$ cat src/rtl/mux4_rr_arbiter_if.sv
// Handshake bundle between four requesters, the arbiter and the sink.
// master = requester/sink side, slave = arbiter side.
interface mux4_rr_arbiter_if #(
  parameter int DW = 8
);
  logic [3:0]    req;
  logic [DW-1:0] din0;
  logic [DW-1:0] din1;
  logic [DW-1:0] din2;
  logic [DW-1:0] din3;
  logic          out_ready;
  logic [3:0]    gnt;
  logic [1:0]    sel;
  logic          out_valid;
  logic [DW-1:0] out_data;
  logic          xfer;

  modport master (
    output req,
    output din0,
    output din1,
    output din2,
    output din3,
    output out_ready,
    input  gnt,
    input  sel,
    input  out_valid,
    input  out_data,
    input  xfer
  );

  modport slave (
    input  req,
    input  din0,
    input  din1,
    input  din2,
    input  din3,
    input  out_ready,
    output gnt,
    output sel,
    output out_valid,
    output out_data,
    output xfer
  );
endinterface

$ cat src/rtl/mux4_rr_arbiter.sv
// Round-robin arbiter driving a shared 4:1 data mux.
// Each grant is bounded to MAX_BURST beats; one idle cycle per release.
module mux4_rr_arbiter #(
  parameter int DW        = 8,
  parameter int MAX_BURST = 4
) (
  input logic              clk,
  input logic              rst,
  mux4_rr_arbiter_if.slave bus
);

  localparam logic [0:0] IDLE = 1'b0;
  localparam logic [0:0] BUSY = 1'b1;
  localparam logic [7:0] LAST = 8'(MAX_BURST - 1);

  logic [0:0]    state;
  logic [3:0]    gnt_q;
  logic [1:0]    sel_q;
  logic [1:0]    ptr_q;
  logic [7:0]    cnt_q;

  logic          found;
  logic [1:0]    win;
  logic [1:0]    idx;
  logic          busy;
  logic          valid;
  logic          xfer;
  logic          last;
  logic          rel;
  logic [DW-1:0] mux_d;

  // Rotating priority scan starting at ptr
  always_comb begin
    found = 1'b0;
    win   = ptr_q;
    idx   = ptr_q;
    for (int k = 0; k < 4; k++) begin
      idx = ptr_q + 2'(k);
      if (!found && bus.req[idx]) begin
        found = 1'b1;
        win   = idx;
      end
    end
  end

  // Data mux steered by the registered select
  always_comb begin
    mux_d = '0;
    case (sel_q)
      2'd0:    mux_d = bus.din0;
      2'd1:    mux_d = bus.din1;
      2'd2:    mux_d = bus.din2;
      default: mux_d = bus.din3;
    endcase
  end

  // Handshake and release conditions
  always_comb begin
    busy  = (state == BUSY);
    valid = busy && bus.req[sel_q];
    xfer  = valid && bus.out_ready;
    last  = xfer && (cnt_q == LAST);
    rel   = busy && (!bus.req[sel_q] || last);
  end

  assign bus.gnt       = gnt_q;
  assign bus.sel       = sel_q;
  assign bus.out_valid = valid;
  assign bus.out_data  = busy ? mux_d : '0;
  assign bus.xfer      = xfer;

  // Grant FSM, burst counter and priority pointer
  always_ff @(posedge clk or posedge rst) begin
    if (rst) begin
      state <= IDLE;
      gnt_q <= '0;
      sel_q <= '0;
      ptr_q <= '0;
      cnt_q <= '0;
    end else begin
      case (state)
        IDLE: begin
          if (found) begin
            state <= BUSY;
            gnt_q <= 4'(1) << win;
            sel_q <= win;
            cnt_q <= '0;
          end
        end
        BUSY: begin
          if (rel) begin
            state <= IDLE;
            gnt_q <= '0;
            cnt_q <= '0;
            ptr_q <= sel_q + 2'd1;
          end else if (xfer) begin
            cnt_q <= cnt_q + 8'd1;
          end
        end
        default: begin
          state <= IDLE;
          gnt_q <= '0;
          cnt_q <= '0;
        end
      endcase
    end
  end

endmodule

$ cat src/flat_wrapper.sv
// flat-port wrapper written by rule: the top's interface ports become plain ports
module mux4_rr_arbiter_flat 
#(
  parameter int DW        = 8,
  parameter int MAX_BURST = 4
)
  (clk, rst, bus_req, bus_din0, bus_din1, bus_din2, bus_din3, bus_out_ready, bus_gnt, bus_sel, bus_out_valid, bus_out_data, bus_xfer);
  mux4_rr_arbiter_if #(.DW(DW)) bus_i ();
  input logic clk;
  input logic rst;
  input wire logic [$bits(bus_i.req)-1:0] bus_req;
  input wire logic [$bits(bus_i.din0)-1:0] bus_din0;
  input wire logic [$bits(bus_i.din1)-1:0] bus_din1;
  input wire logic [$bits(bus_i.din2)-1:0] bus_din2;
  input wire logic [$bits(bus_i.din3)-1:0] bus_din3;
  input wire logic [$bits(bus_i.out_ready)-1:0] bus_out_ready;
  output wire logic [$bits(bus_i.gnt)-1:0] bus_gnt;
  output wire logic [$bits(bus_i.sel)-1:0] bus_sel;
  output wire logic [$bits(bus_i.out_valid)-1:0] bus_out_valid;
  output wire logic [$bits(bus_i.out_data)-1:0] bus_out_data;
  output wire logic [$bits(bus_i.xfer)-1:0] bus_xfer;
  assign bus_i.req = bus_req;
  assign bus_i.din0 = bus_din0;
  assign bus_i.din1 = bus_din1;
  assign bus_i.din2 = bus_din2;
  assign bus_i.din3 = bus_din3;
  assign bus_i.out_ready = bus_out_ready;
  assign bus_gnt = bus_i.gnt;
  assign bus_sel = bus_i.sel;
  assign bus_out_valid = bus_i.out_valid;
  assign bus_out_data = bus_i.out_data;
  assign bus_xfer = bus_i.xfer;
  mux4_rr_arbiter #(.DW(DW), .MAX_BURST(MAX_BURST)) u_core (.clk(clk), .rst(rst), .bus(bus_i));
endmodule
$ cat config.mk
export PLATFORM = sky130hd
export DESIGN_NAME = mux4_rr_arbiter_flat
export DESIGN_NICKNAME = d
export VERILOG_FILES = /design/src/rtl/mux4_rr_arbiter_if.sv /design/src/rtl/mux4_rr_arbiter.sv /design/src/flat_wrapper.sv
export SDC_FILE = /design/constraint.sdc
export NUM_CORES = 1
export LEC_CHECK = 0
export ABC_AREA = 1
export CORE_AREA = 2 2 65 67
export CTS_CLUSTER_DIAMETER = 120
export DETAILED_ROUTE_END_ITERATION = 8
export DIE_AREA = 0 0 67 69
export PLACE_DENSITY = 0.83
export SLEW_MARGIN = 20
export SYNTH_ARGS = -nofsm -noshare
export SYNTH_HDL_FRONTEND = slang
export SYNTH_SLANG_ARGS = --single-unit
$ cat constraint.sdc
create_clock -name clk -period 1.5 [get_ports clk]
set_input_delay 0.225 -clock clk [delete_from_list [all_inputs] [get_ports clk]]
set_output_delay 0.225 -clock clk [all_outputs]
set_load 0.02 [all_outputs]
==> run metrics <==
outcome=complete, but fails checks; failing checks=negative setup slack; commonest cells after routing, fill and taps aside=nand2_1 (47), buf_4 (43), clkdlybuf4s50_1 (40); GR Util All Layers=~28%; CP startpoint=u_core.ptr_q[0]; clk_lat worst skew=between 0.2 and 0.3 ns; final core utilization=roughly 83%; wire per inst=18.3 um; clk buf depth=2; maxcap violations=0; first-pass GRT wire length=10000 um; Die Span X=~67 um; min-delay worst type=in -> async; io pins=55; layout cells sized above 1=51.2%; Starting Density=40.1%; Pins Over Slew Limit=0; Distinct cells, synth=27; crit path DAT=1.95 ns; antenna-violating nets left=0; crit end category=flip-flop; Final setup viols=27; unrepaired setup endpoints after global routing=yes; cell count after synthesis=between 200 and 250; CTS root buf=clkbuf_8; Post-DP HPWL=between 3000 and 4000 um; routability cong.=0.919; largest vdd supply drop=around 1.4 mV; Post-Synthesis Cell Area=between 1500 and 2000 sq um; Tot Pwr=~0.0071 W; row count=23; Max FO, Critical Path=8; vias per cell=around 5.5; Nets=approximately 390; combinational share of power=approximately 84%; syn avg cell area=6.57 sq um; Pint=between 0.003 and 0.004 W; Worst setup SP type=flip-flop; reg2reg path depth=10; core box area=~3900 sq um; CTS clk-pin slew, worst paths=0.07 ns; Inserted Diodes=0; number of synthesized register bits=17; routed wire length=7170 um; Final Worst Setup Slack=-0.309 ns; GRT Residual Overflow=0; largest net degree at the start of global routing=18; Fin. Hold Viols=0; Setup Skew=between 0.004 and 0.005 ns; clk sinks=17; First-pass DRT Iterations=4; reg2reg start=u_core.ptr_q[0]; CTS H-tree depth=1; Seq/Total Area, Yosys=27.1%; Synth Net Count=283; CP Capture Point=u_core.cnt_q[0]; Fmax=around 0.55 GHz; Yosys warnings=0; total CTS buffers=3; die height=between 60 and 70 um; Final period util=121%; sw frac=about half; PortBufs=54; power per cell area=between 2000 and 2500 nW/um^2; leak pwr=between 1.5 and 2 nW; Worst-Margin Slew=0.283 ns; reg-to-reg critical path endpoint=u_core.cnt_q[0]; CP Class=reg -> reg; number of global-route vias before repair=between 2000 and 2500; Sequential Power Share=roughly 11%; vias=~2200; CTS tree=built; initial antenna violation count=0; area delta synth->final=106%; post-layout min period=between 1.5 and 2 ns; commonest non-fill, non-tap cell in the layout=nand2_1; drt drc=0; Sw Pwr=around 0.0037 W; Worst slew margin=between 80% and 90%; Die Area=4620 sq um; flop2flop setup slack=-0.31 ns; power share of the clock group=under 10%; Starting DRT DRC Count=163; Critical Path RT=~1.6 ns
cell type report:
type	count	area (sq um)
sequential	17	430
fill	231	679
multi-input combinational	197	1590
inverter	16	75.1
clock buffer	4	45.0
timing repair inverter	1	5.00
tap	50	62.6
timing repair buffer	107	1030
worst min-delay path by stage:
stage                     slack (ns)  cells past startpoint                end              start
after floorplan                 0.15                      1  u_core.bus.gnt[0]                rst
after global placement          0.47                      2  u_core.bus.gnt[3]  u_core.bus.gnt[3]
after detailed placement        0.46                      2  u_core.bus.gnt[1]  u_core.bus.gnt[1]
after CTS                       0.31                      3    u_core.cnt_q[6]                rst
after global routing            0.35                      3    u_core.cnt_q[7]                rst
final                           0.33                      3    u_core.cnt_q[7]                rst
Yosys cell counts:
master,instances,share of area [%]
a21oi_1,13,4.1
a31oi_1,8,3.2
a31oi_2,1,0.80
buf_1,3,0.72
buf_12,1,1.3
buf_2,1,0.32
buf_4,2,0.96
buf_6,1,0.72
clkbuf_1,2,0.48
dfrtp_1,17,27
ha_1,5,4.0
inv_1,14,3.3
inv_2,2,0.48
nand2_1,89,21
nand2_2,10,4.0
nand2_4,1,0.72
nand2_8,1,1.3
nand3_1,20,6.4
nand3b_1,2,0.96
nand4_1,6,2.4
nor2_1,11,2.6
nor2_4,2,1.4
nor3_1,1,0.32
o21ai_0,12,3.8
o21ai_1,2,0.64
o21ai_2,7,3.9
xor2_1,5,2.8
worst max-delay path, cell delays in order (launching register included):
cell and delay (ns):
dfrtp_2 0.49, buf_6 0.17, nand2_1 0.09, nand3_1 0.11, nand2_2 0.08, nor2_4 0.14
nand2_4 0.09, nor2_4 0.12, nand2_4 0.11, a21oi_1 0.21, nor2_1 0.09
repair_timing:
item                       in CTS  in global routing
resized for setup             158                 35
setup endpoints to repair      29                 27
setup buffers                   5                  2
cloned                          1                  1
pin swaps                      22                 17
hold buffers                    0                  0
layer usage:
metal	global-route usage [%]	wire, um
met1	29.7	2660
met2	54.0	3900
met3	3.59	351
met4	8.84	262
met5	0	0
metrics by stage:
step,area (sq um),TNS (ns),std cells,setup slack (ns),hold WS [ns]
after floorplan,1720,-0.293,239,-0.0448,0.151
after global placement,2620,-10.86,379,-0.605,0.466
after detailed placement,2620,-12.40,379,-0.661,0.465
after CTS,3080,-5.14,389,-0.227,0.306
after global routing,3230,-8.33,392,-0.380,0.352
final,3230,-6.78,392,-0.309,0.333
power groups by stage:
stage / clock network [W] / registers [W] / logic (W)
after CTS: 0.000350 / 0.000765 / 0.00516
after floorplan: 0 / 0.000747 / 0.00251
after global routing: 0.000388 / 0.000806 / 0.00619
final: 0.000367 / 0.000800 / 0.00589
after detailed placement: 0 / 0.000728 / 0.00415
after global placement: 0 / 0.000722 / 0.00403
kinds of logic (layout without fill, tap and decap cells):
logic type	count (synthesis)	count (layout)	synth area share (%)
xor gates and xnor gates	5	5	2.79
and+or+nand+nor	143	144	41.4
buffers and inverters	26	128	8.29
DFF	17	17	27.1
adders and majority gates	5	5	3.98
AOI/OAI and AO/OA	43	43	16.5
registers in the layout, indices dropped and copies added (netlist names):
signal and count:
u_core.cnt_q 8, u_core.bus.gnt 4, u_core.bus.sel 2, u_core.ptr_q 2
u_core.busy 1
Note: power is estimated with default switching activity, not from simulation.
